`src/rtl/clock_sel_pkg.sv`:
```
// Shared definitions for the clock-select handshake (requester, selector and their benches).
package clock_sel_pkg;

  typedef enum logic [2:0] {
    IDLE    = 3'd0,
    WAIT_LO = 3'd1,
    RAISE   = 3'd2,
    WAIT_HI = 3'd3,
    ERR     = 3'd4
  } state_t;

  localparam logic SEL_CLK1 = 1'b0;
  localparam logic SEL_CLK2 = 1'b1;

endpackage

```
`src/rtl/ack_sync.sv`:
```
// Multi-flop synchronizer for an asynchronous ack returning from clock_selector.
module ack_sync #(
  parameter int STAGES = 2
) (
  input  logic clk,
  input  logic rst,
  input  logic d,
  output logic q
);

  logic [STAGES-1:0] sr;

  always_ff @(posedge clk) begin
    if (rst) sr <= '0;
    else     sr <= {sr[STAGES-2:0], d};
  end

  assign q = sr[STAGES-1];

endmodule

```
`src/rtl/clock_switch_requester.sv`:
```
// Initiator side of the clock_selector req/ack handshake: break-before-make switching,
// synchronized acks, per-wait timeout with a sticky error.
module clock_switch_requester
  import clock_sel_pkg::*;
#(
  parameter int   SYNC_STAGES    = 2,
  parameter int   TIMEOUT_CYCLES = 1024,
  parameter logic RESET_SEL      = 1'b0
) (
  input  logic clk,
  input  logic rst,
  input  logic cmd_valid,
  input  logic cmd_sel,
  output logic cmd_ready,
  input  logic ack_clk1,
  input  logic ack_clk2,
  output logic req_clk1,
  output logic req_clk2,
  output logic cur_sel,
  output logic done,
  output logic err
);

  localparam int              CW      = $clog2(TIMEOUT_CYCLES + 1);
  localparam logic [CW-1:0]   CNT_MAX = CW'(TIMEOUT_CYCLES);

  state_t        state, state_n;
  logic          target, target_n, cur_n;
  logic          req1_n, req2_n, done_n, err_n;
  logic [CW-1:0] cnt, cnt_n;
  logic          ack1_s, ack2_s, ack_old, ack_tgt, timeout;

  ack_sync #(.STAGES(SYNC_STAGES)) u_sync1 (.clk(clk), .rst(rst), .d(ack_clk1), .q(ack1_s));
  ack_sync #(.STAGES(SYNC_STAGES)) u_sync2 (.clk(clk), .rst(rst), .d(ack_clk2), .q(ack2_s));

  // cur_sel still names the old source until the switch completes
  assign ack_old   = (cur_sel == SEL_CLK2) ? ack2_s : ack1_s;
  assign ack_tgt   = (target  == SEL_CLK2) ? ack2_s : ack1_s;
  assign timeout   = (cnt == CNT_MAX);
  assign cmd_ready = (state == IDLE);

  always_comb begin
    state_n  = state;
    target_n = target;
    cur_n    = cur_sel;
    req1_n   = req_clk1;
    req2_n   = req_clk2;
    done_n   = 1'b0;
    err_n    = err;
    cnt_n    = cnt;
    case (state)
      IDLE: begin
        if (cmd_valid) begin
          if (cmd_sel == cur_sel) begin
            done_n = 1'b1;
          end else begin
            target_n = cmd_sel;
            if (cur_sel == SEL_CLK1) req1_n = 1'b0;
            else                     req2_n = 1'b0;
            cnt_n   = '0;
            state_n = WAIT_LO;
          end
        end
      end
      WAIT_LO: begin
        if (!ack_old)     state_n = RAISE;
        else if (timeout) state_n = ERR;
        else              cnt_n   = cnt + CW'(1);
      end
      RAISE: begin
        if (target == SEL_CLK1) req1_n = 1'b1;
        else                    req2_n = 1'b1;
        cnt_n   = '0;
        state_n = WAIT_HI;
      end
      WAIT_HI: begin
        if (ack_tgt) begin
          cur_n   = target;
          done_n  = 1'b1;
          state_n = IDLE;
        end else if (timeout) begin
          state_n = ERR;
        end else begin
          cnt_n = cnt + CW'(1);
        end
      end
      ERR:     state_n = ERR;
      default: state_n = ERR;
    endcase
    // Outputs are registered, so ERR's values are loaded on the edge that enters it
    if (state_n == ERR) begin
      req1_n = 1'b0;
      req2_n = 1'b0;
      err_n  = 1'b1;
    end
  end

  always_ff @(posedge clk) begin
    if (rst) begin
      state    <= RAISE;
      target   <= RESET_SEL;
      cur_sel  <= RESET_SEL;
      req_clk1 <= 1'b0;
      req_clk2 <= 1'b0;
      done     <= 1'b0;
      err      <= 1'b0;
      cnt      <= '0;
    end else begin
      state    <= state_n;
      target   <= target_n;
      cur_sel  <= cur_n;
      req_clk1 <= req1_n;
      req_clk2 <= req2_n;
      done     <= done_n;
      err      <= err_n;
      cnt      <= cnt_n;
    end
  end

endmodule

```
`config.mk`:
```
export PLATFORM = sky130hd
export DESIGN_NAME = clock_switch_requester
export DESIGN_NICKNAME = d
export VERILOG_FILES = /design/src/rtl/clock_sel_pkg.sv /design/src/rtl/ack_sync.sv /design/src/rtl/clock_switch_requester.sv
export SDC_FILE = /design/constraint.sdc
export NUM_CORES = 1
export LEC_CHECK = 0
export CAP_MARGIN = 20
export CELL_PAD_IN_SITES_DETAIL_PLACEMENT = 0
export CELL_PAD_IN_SITES_GLOBAL_PLACEMENT = 1
export CORE_MARGIN = 1.5
export CORE_UTILIZATION = 30
export CTS_CLUSTER_DIAMETER = 60
export DETAILED_ROUTE_END_ITERATION = 16
export PLACE_DENSITY = 0.57
export RECOVER_POWER = 100
export SLEW_MARGIN = 25
export SYNTH_ARGS = -nofsm -noshare
export SYNTH_HDL_FRONTEND = slang
export SYNTH_SLANG_ARGS = --single-unit
```
`constraint.sdc`:
```
create_clock -name clk -period 1.7 [get_ports clk]
set_input_delay 0.425 -clock clk [delete_from_list [all_inputs] [get_ports clk]]
set_output_delay 0.425 -clock clk [all_outputs]
set_load 0.1 [all_outputs]
```
[Yosys cells after proc, flatten, opt, wreduce, memory -nomap -nowiden]
Cells that the tools add are included.
Storage, ports and cells
  flip-flop bits (word level): 24
  input bits: 6
  output and inout port bits: 6
  word-level logic and storage cells: 63
Cells by class
  $add $sub $neg: 1
  equal/unequal tests: 14
  multiplexer cells: 28
  bitwise gates (word level): 1
  reduce and logical (&&, ||, !) cells: 9
Operators with widths (number)
  11-bit 2-to-1 mux: 5
  11-bit case mux with 4 select lines: 1
  3-bit 2-to-1 mux: 5
  5-bit AND reduction: 3
  2-bit inequality test (second input constant): 7
  1-bit 2-to-1 mux: 13
  3-bit case mux with 4 select lines: 1
  11-bit by 1-bit adder with 11-bit output (second input constant): 1
  11-bit == test (second input constant): 1
  3-bit by 2-bit == test with 1-bit output (second input constant): 2
  1-bit case mux with 2 select lines: 3
  4-bit nonzero test: 1
  3-bit by 1-bit == test with 1-bit output (second input constant): 1
  3-bit == test (second input constant): 1
  3-bit logical NOT: 1
  3-bit AND reduction: 1
  2-bit by 1-bit inequality test with 1-bit output (second input constant): 1
  2-bit AND reduction: 1
  2-bit nonzero test: 1
  2-bit OR reduction: 1
  1-bit == test: 1
  1-bit NOT: 1

[Logic depth before layout (Yosys ltp)]
Gate-level depths: netlist of the first run.
  depth after elaboration: 6
  depth in mapped cells: 9
  gate-level depth less buffers: 7

[Cells and area by module]
A second synthesis of the first run with hierarchy kept.
Unflattened totals
  cells, all modules: 149
  area total of the unflattened synthesis: 1358.8 um2
Modules (own cells, without submodules)
  clock_switch_requester: instances 1, cells each 141, area an instance 1253.7 um2, sequential area each 400.4 um2
  ack_sync: instances 2, cells each 4, area an instance 52.6 um2, sequential area each 40.0 um2

[Worst setup path after synthesis of the first run]
Ideal clock, no wire load.
  kind: register to register
  start point: register state[1]
  end point: register req_clk2
  library setup time: 0.121 ns
  arrival time: 3.079 ns
  setup slack: -1.500 ns
  stages on the path, launching flop included: 6
  buffers on the path: 1
  period minus slack after synthesis: 3.200 ns
  cell sequence: dfxtp_1 > buf_6 > nor3_1 > nand3_1 > o21ai_0 > a21oi_1
RTL lines
  start: declaration: RTL line clock_switch_requester.sv:27  | state_t state, state_n;
  start signal: assignment: RTL line clock_switch_requester.sv:109  | state <= state_n;
  3-bit logical NOT *
  via cmd_ready: RTL line clock_switch_requester.sv:14  | output logic cmd_ready,
  3-bit case mux with 4 select lines: RTL line clock_switch_requester.sv:51  | case (state)
  3-bit == test: RTL line clock_switch_requester.sv:91  | if (state_n == ERR) begin
  2-bit OR reduction (no source line)
  end signal: assignment: RTL line clock_switch_requester.sv:113  | req_clk2 <= req2_n;
  end: declaration: RTL line clock_switch_requester.sv:18  | output logic req_clk2,
Mark *: on every way through the listed nets, which the timed path passes. The rest lies on a longest branch.
A chain may end at the register's enable or synchronous reset.

[Worst setup path after layout of the first run]
  start point: register state[1]
  end point: register cnt[9]
On the way
  longest elaborated chain between the ends: 3
RTL lines
  3-bit by 2-bit == test with 1-bit output, or another cell as far along: RTL line clock_switch_requester.sv:51
  2-bit inequality test (no source line) or 4-bit nonzero test (tied branches)
  5-bit AND reduction (no source line)
  end signal: assignment: RTL line clock_switch_requester.sv:116  | cnt <= cnt_n;
  end: declaration: RTL line clock_switch_requester.sv:30  | logic [CW-1:0] cnt, cnt_n;
Several ways; a longest one is shown, not always the timed one.

==> results.md, run 1 <==
- Status: finished with violations
- Violations in the final reports: negative setup slack
- Timing startpoint of the critical path: state[1]$_SDFF_PP1_
- Clock tree root buffer cell: sky130_fd_sc_hd__clkbuf_8
- Maxcap violations: 0
- Fmax: between 500 and 600 MHz
- CP Cell Sequence: or3b_4, o2bb2ai_4, a22oi_2, buf_12, or4_4, a21oi_2
- Final WS setup: -0.1308 ns
- Tcrit/Tclk final: 107.7%
- Fraction of layout cells with a size suffix above 1: about 44%
- Antenna violations before repair: 0
- Worst vdd rail ir drop: between 0.3 and 0.4 mV
- Antenna diode count: 0
- Arrival @ worst endpoint: 2.03 ns
- Clock power share: around a quarter
- Number of global-route vias before repair: roughly 1,100
- Min Clock Period, post-route: approximately 1.8 ns
- Fin. max-slew vios: 0
- Internal power summed over all cells: 0.001012 W
- Total of endpoints with negative setup slack in the final report: 11
- Critical path's slowest cell: sky130_fd_sc_hd__or4_4
- Number of H-tree levels: 1
- First-pass detailed-route iteration total: 3
- Relative slew slack: between 60% and 70%
- Number of placement rows: 22
- Mean cell area of the mapped netlist: between 8 and 9 um^2
- Gate Count Post-Synth: ~130
- Source of the worst register-to-register timing path: state[1]$_SDFF_PP1_
- Critical path required time: roughly 1.9 ns
- Vias: ~1,100
- Maximum clock skew at final layout: ~0.0016 ns
- Global-route wire length before repair: approximately 4.7 mm
- Combined global-route utilization of all metal layers: between 10% and 20%
- Number of sinks on the clock net: 24
- Proportion of synthesized chip area in sequential cells: between 40% and 50%
- Setup repair after global routing missed its margin: true
- Switching share of total power: approximately 30%
- EDFF count, synth: 0
- Worst-skew pair later-pin latency: 0.26 ns
- Total length of routed wires: slightly below 3 mm
- Post-CTS clock slew at the launch and capture registers of the worst setup and hold paths: approximately 0.080 ns
- CTS Buffer Depth: 2
- Share of synthesized area spent on multiplexers: between 2 and 3%
- Die span in y: 64.17 um
- Register bit count reported by yosys: 24
- Clock buffers created by TritonCTS: 3
- Mapped Nets: around 140
- Number of warnings reported in the yosys synthesis log: 0
- Setup Slack @ Placement: -0.5514 ns
- Via count normalized by instance count: approximately 4.9
- Fin util: about half
- Synth Area in Adders: between 2 and 2.5%
- CP max stage delay: 0.50 ns
- Psw: about 0.00042 W
- Min-delay worst type: reg -> reg
- Number of failing hold endpoints at the final stage: 0
- Average wire length per cell after detail routing: 12.88 um
- Synth top area share: ~43%
- I/O Pins: 12
- XOR/XNOR share of the synthesized area: 1.561%
- Post-route DRC: 0
- Post-synth design cell area: between 0.001 and 0.0015 mm^2
- Start point of the worst hold path: u_sync1.sr[0]$_SDFF_PP0_
- Core ar.: roughly 0.0036 mm^2
- Cell types with the largest area share after synthesis: sky130_fd_sc_hd__dfxtp_1, sky130_fd_sc_hd__a21oi_1, sky130_fd_sc_hd__o21ai_0
- Distinct cell type count of the synthesized netlist: 39
- Sequential fraction of design power: a little over two fifths
- Type of origin of the critical path: flip-flop
- Largest fanout on the critical path: 4
- CTS tree: yes
- Post-synth top area cell: sky130_fd_sc_hd__dfxtp_1
- Layout area overhead: 62.10%
- Reported leakage power: around 0.71 nW
- Number of design-rule violations left by the first detailed-router iteration: 50
- Post-synthesis compound-gate area fraction: around a fifth
- Actual transition at the worst max-transition pin: around 0.55 ns
- Count of nets left with antenna violations after detail routing: 0
- Category of the critical setup timing path: reg -> reg
- I/O Buffers: 11
- DIE AREA: 0.004117 mm^2
- RePlAce Congestion: approximately 0.82
- Async set or reset register ratio after synthesis: 0%
- Layout net count: ~190
- Largest family of logic cells by synthesized area: simple AND/OR/NAND/NOR gates
- GRT Residual Overflow: 0
- Most frequently used flop master after synthesis: sky130_fd_sc_hd__dfxtp_1
- Largest net degree at the start of global routing: 14
- Floorplan die width: 64.17 um
- Setup crit end kind: flip-flop
- DP HPWL: just under 2 mm
- P per Cell Area: approximately 800 mW/mm^2
- Initial core utilization: a little under a third
- Simple-gate share of the synthesized area: between 20% and 30%
- Combinational group share of total power: 34.8%
==> cells in the mapped netlist, types with 2 or more instances <==
cell	instances
sky130_fd_sc_hd__and3_1	3
sky130_fd_sc_hd__o21ai_0	10
sky130_fd_sc_hd__o31ai_1	2
sky130_fd_sc_hd__buf_4	2
sky130_fd_sc_hd__ha_1	2
sky130_fd_sc_hd__clkbuf_1	2
sky130_fd_sc_hd__dfxtp_1	24
sky130_fd_sc_hd__or4_1	2
sky130_fd_sc_hd__nor2b_1	5
sky130_fd_sc_hd__a21o_1	3
sky130_fd_sc_hd__or3_1	7
sky130_fd_sc_hd__a21oi_1	13
sky130_fd_sc_hd__inv_1	5
sky130_fd_sc_hd__mux2i_1	3
sky130_fd_sc_hd__nand3_1	8
sky130_fd_sc_hd__nor2_1	9
sky130_fd_sc_hd__nand4_1	2
sky130_fd_sc_hd__nand2_1	6
==> registers in the layout, indices dropped and copies added (netlist names) <==
name	flops
state	3
done	1
req_clk2	1
u_sync2.sr	2
req_clk1	1
target	1
cnt	11
u_sync1.sr	2
err	1
cur_sel	1
==> layer usage <==
layer,vias to the layer above,GRT usage [%],routed length [um]
met1,526,18.44,1415
li1,565,-,-
met5,-,0,0
met4,0,5.585,22
met3,2,2.289,46
met2,9,24.22,1427
==> cells by family (layout without fill, tap and decap cells) <==
group                    after synthesis  count (layout)
multiplexers                           3               3
flip-flops                            24              24
adder cells (fa/ha/maj)                2               2
AO/OA/AOI/OAI                         35              35
buffers and inverters                 12              61
XOR/XNOR                               2               2
AND/OR/NAND/NOR                       51              51
==> worst max-delay path, delay by kind of cell (launching register included) <==
| family | cells | cell delay [ns] |
|---|---|---|
| simple gates | 2 | 0.91 |
| compound gates | 3 | 0.39 |
| flops | 1 | 0.33 |
| buf+inv | 1 | 0.15 |
==> per-stage QoR <==
step | hold WS (ns) | cells | power (W) | setup TNS [ns] | cell area [um^2]
after floorplan | 0.4138 | 129 | 0.0008441 | -0.7692 | 1161
after global placement | 0.4244 | 212 | 0.0009894 | -4.694 | 1593
after detailed placement | 0.4275 | 212 | 0.0009963 | -4.864 | 1593
after global routing | 0.4626 | 226 | 0.001512 | -1.801 | 1819
final | 0.4433 | 226 | 0.001436 | -0.8680 | 1819
after CTS | 0.4470 | 221 | 0.001395 | -0.9473 | 1723
==> power groups by stage <==
stage	clock [W]	combinational [W]	sequential, W
final	0.000339	0.000500	0.000597
after global routing	0.000379	0.000533	0.000600
after CTS	0.000347	0.000449	0.000600
after detailed placement	0	0.000383	0.000613
after global placement	0	0.000378	0.000612
after floorplan	0	0.000186	0.000658
==> cell usage in the layout (no fill, tap or decap), drive strengths merged, types with 2 or more instances in the layout <==
cell type,count
or3,7
mux2i,3
and3,3
nand3,8
o21ai,10
a22oi,2
o31ai,2
nand4,2
clkbuf,10
dfxtp,24
inv,5
clkdlybuf4s50,3
or4,2
ha,2
nor2,9
a21oi,13
nor2b,5
nand2,6
a21o,3
buf,41
==> path summary, 6_finish.rpt <==
kind | end | slack, ns | cells past startpoint
min | u_sync1.sr[1]$_SDFF_PP0_ | 0.44 | 1
max | cnt[9]$_SDFFE_PP0P_ | -0.13 | 6
max reg2reg | cnt[9]$_SDFFE_PP0P_ | -0.13 | 6
min reg2reg | u_sync1.sr[1]$_SDFF_PP0_ | 0.44 | 1
==> timing repair <==
action / CTS / global route
hold buffers: 0 / 0
pin swaps: 7 / 8
setup endpoints to repair: 13 / 15
setup buffers: 4 / 4
gates resized for setup: 6 / 27
cloned: 1 / 1
==> layout make-up <==
| cell class | instances | area [um^2] |
|---|---|---|
| multi-input combinational | 93 | 721.9 |
| tap | 48 | 60.06 |
| inverter | 5 | 18.77 |
| sequential | 24 | 490.5 |
| clock buffer | 4 | 45.04 |
| fill | 369 | 1814 |
| timing repair buffer | 52 | 483.0 |
Note: power is estimated with default switching activity, not from simulation.
==> run 2, diff against run 1 <==
CORE_ASPECT_RATIO = 0.75   (was not set)
==> run 2 against run 1 <==
The flow still finishes with violations (negative setup slack). Clock-buffer cell count did not move. Critical path depth grew 1. First-iteration DRC count is 42% higher. Clock power increased by 31%. Via count shrank 2.4%. Final cell count decreased by 2.7%. Critical endpoint is now cnt[3]$_SDFFE_PP0P_.
==> results.md, run 2 (synthesis results as in run 1) <==
- Number of sinks on the clock net: 24 (unchanged)
- RePlAce Congestion: 0.8021 (-1.8%)
- Most frequent cells in the layout: sky130_fd_sc_hd__buf_4, sky130_fd_sc_hd__dfxtp_1, sky130_fd_sc_hd__nor2_1, sky130_fd_sc_hd__a21oi_1, sky130_fd_sc_hd__nand3_1
- Post-cts hold buffer count: 0 (unchanged)
- Fmax: 550.7 MHz (+0.81%)
- Combined global-route utilization of all metal layers: 15.52% (+1.1 points)
- Global-route wire length before repair: 4.912 mm (+5.5%)
- Total design power: 0.001499 W (+4.4%)
- Largest register by flop count: cnt
- Average wire length per cell after detail routing: 13.19 um (+2.4%)
- Largest fanout on the critical path: 5 (+1)
- Count of nets left with antenna violations after detail routing: 0 (unchanged)
- Layout area overhead: 54.18%
- Floorplan die width: 73.63 um (+15%)
- First-pass detailed-route iteration total: 4 (+1)
- Via count normalized by instance count: 4.891 (+0.30%)
- CTS Buffer Depth: 2 (unchanged)
- Status: finished with violations
- Min-delay worst type: reg -> reg
- Arrival @ worst endpoint: 2.02 ns (about the same)
- Non-filler cells, final: 220 (-2.7%)
- Flip-flop count of the largest register, all copies and words added: 11 (unchanged)
- I/O Buffers: 11 (unchanged)
- Largest net degree at the start of global routing: 15 (+1)
- Total length of routed wires: 2.901 mm (-0.34%)
- Fraction of layout cells with a size suffix above 1: 39.29% (-5.1 points)
- Final WS setup: -0.1160 ns (+0.01474 ns)
- Most common cell after layout, fill and taps aside: sky130_fd_sc_hd__buf_4
- CTS tree: yes
- Core ar.: 0.003613 mm^2 (-0.55%)
- Post-CTS clock slew at the launch and capture registers of the worst setup and hold paths: 0.09 ns (about the same)
- Setup slack of the worst register-to-register path: -0.12 ns (about the same)
- Die span in y: 55.97 um (-13%)
- Reported leakage power: 0.6734 nW (-5.2%)
- Min Clock Period, post-route: 1.816 ns (-0.01474 ns)
- Placed inst area: 0.001553 mm^2 (-2.5%)
- I/O Pins: 12 (unchanged)
- Setup repair after global routing missed its margin: true
- Start point of the worst hold path: u_sync1.sr[0]$_SDFF_PP0_
- Number of H-tree levels: 1 (unchanged)
- Antenna diode count: 0 (unchanged)
- Number of placement rows: 19 (-14%)
- Source of the worst register-to-register timing path: state[1]$_SDFF_PP1_
- Relative slew slack: 63.74% (+0.34 points)
- Number of cells after detailed placement: 210 (-0.94%)
- Maximum clock skew at final layout: 0.002203 ns (+0.0005684 ns)
- Fin. max-slew vios: 0 (unchanged)
- DP HPWL: 1.925 mm (-3.0%)
- Layout net count: 177 (-5.3%)
- Hold Path Cell Cnt: 1 (unchanged)
- Actual transition at the worst max-transition pin: 0.5462 ns (-0.005097 ns)
- Tcrit/Tclk final: 106.8% (-0.87 points)
- Fin util: 47.89% (-2.2 points)
- Number of design-rule violations left by the first detailed-router iteration: 71 (+42%)
- Clock tree root buffer cell: sky130_fd_sc_hd__clkbuf_8
- Number of failing hold endpoints at the final stage: 0 (unchanged)
- Worst Hold Endpoint: u_sync1.sr[1]$_SDFF_PP0_
- Cells on worst reg2reg path: 7 (+1)
- Category of the critical setup timing path: reg -> reg
- Maxcap violations: 0 (unchanged)
- Initial core utilization: 31.06% (+0.17 points)
- Type of origin of the critical path: flip-flop
- Setup crit end kind: flip-flop
- DIE AREA: 0.004121 mm^2 (about the same)
- GRT Residual Overflow: 0 (unchanged)
- Antenna violations before repair: 0 (unchanged)
- Worst vdd rail ir drop: 0.4559 mV (+25%)
- Vias: 1,076 (-2.4%)
- Clock buffers created by TritonCTS: 3 (unchanged)
- Terminus of the critical flop-to-flop path: cnt[3]$_SDFFE_PP0P_
- Registers with the most flip-flops: cnt: 11 flops, state: 3 flops
- Critical path required time: 1.91 ns (about the same)
- Finished layout cell area: 0.001730 mm^2 (-4.9%)
- Violations in the final reports: negative setup slack
- Worst-skew pair later-pin latency: 0.27 ns (about the same)
- Total of endpoints with negative setup slack in the final report: 10 (-1)
- Number of global-route vias before repair: 1,039 (-2.5%)
- Post-route DRC: 0 (unchanged)
- P per Cell Area: 866.5 mW/mm^2 (+9.8%)
-- run 2: cell count changes in the layout (fill, tap and decap cells not counted), sizes merged --
cell / previous run / this run
buf: 41 / 29
clkbuf: 10 / 12
-- run 2: per-stage QoR --
stage                     hold WS [ns]  setup slack, ns  TNS (ns)
after floorplan                 0.4138          -0.1081   -0.7692
after global placement          0.4204          -0.5727    -5.165
after detailed placement        0.4239          -0.5797    -5.338
after CTS                       0.4463         -0.09506   -0.7702
after global routing            0.4736          -0.1624    -1.540
final                           0.4422          -0.1160   -0.8675
-- run 2: layer usage --
| metal | vias to the layer above | global-route usage [%] | part of all wire, % |
|---|---|---|---|
| met5 | - | 0 | 0 |
| met4 | 0 | 3.704 | 0.55 |
| met3 | 2 | 4.529 | 3.7 |
| met2 | 13 | 20.98 | 44 |
| met1 | 513 | 23.92 | 52 |
| li1 | 548 | - | - |
-- run 2: worst max-delay path: stages (launching register included) --
cell and delay (ns):
sky130_fd_sc_hd__dfxtp_1 0.32, sky130_fd_sc_hd__or3b_4 0.41, sky130_fd_sc_hd__o2bb2ai_4 0.16, sky130_fd_sc_hd__a22oi_2 0.13
sky130_fd_sc_hd__buf_12 0.17, sky130_fd_sc_hd__buf_8 0.12, sky130_fd_sc_hd__or3_4 0.32, sky130_fd_sc_hd__a21oi_2 0.13
-- run 2: layout make-up --
| cell class | count | area, um^2 |
|---|---|---|
| sequential | 24 | 489.2 |
| multi-input combinational | 93 | 694.4 |
| fill | 356 | 1883 |
| tap | 52 | 65.06 |
| timing repair buffer | 42 | 396.6 |
| inverter | 5 | 18.77 |
| clock buffer | 4 | 66.31 |
-- run 2: worst max path at each step --
| stage | start | endpoint | cells past startpoint |
|---|---|---|---|
| final | state[1]$_SDFF_PP1_ | cnt[3]$_SDFFE_PP0P_ | 7 |
| after global routing | state[0]$_SDFF_PP0_ | cnt[3]$_SDFFE_PP0P_ | 7 |
| after CTS | cnt[5]$_SDFFE_PP0P_ | cnt[1]$_SDFFE_PP0P_ | 7 |
| after detailed placement | cmd_sel | cnt[9]$_SDFFE_PP0P_ | 7 |
| after global placement | cmd_sel | cnt[9]$_SDFFE_PP0P_ | 7 |
| after floorplan | cur_sel$_SDFFE_PP0P_ | cnt[9]$_SDFFE_PP0P_ | 6 |
-- run 2: power by group --
| group | internal (W) | switching [W] | total [W] | leakage [nW] |
|---|---|---|---|---|
| logic | 0.000229 | 0.000231 | 0.000460 | 0.442 |
| registers | 0.000585 | 0.0000114 | 0.000597 | 0.198 |
| clock network | 0.000256 | 0.000187 | 0.000443 | 0.0339 |
-- run 2: timing repair --
item | 4_1_cts | 5_1_grt
setup buffers | 2 | 2
resized for setup | 11 | 18
setup endpoints to repair | 12 | 12
cloned | 2 | 1
pin swaps | 6 | 6
hold endpoints to repair | 0 | 0
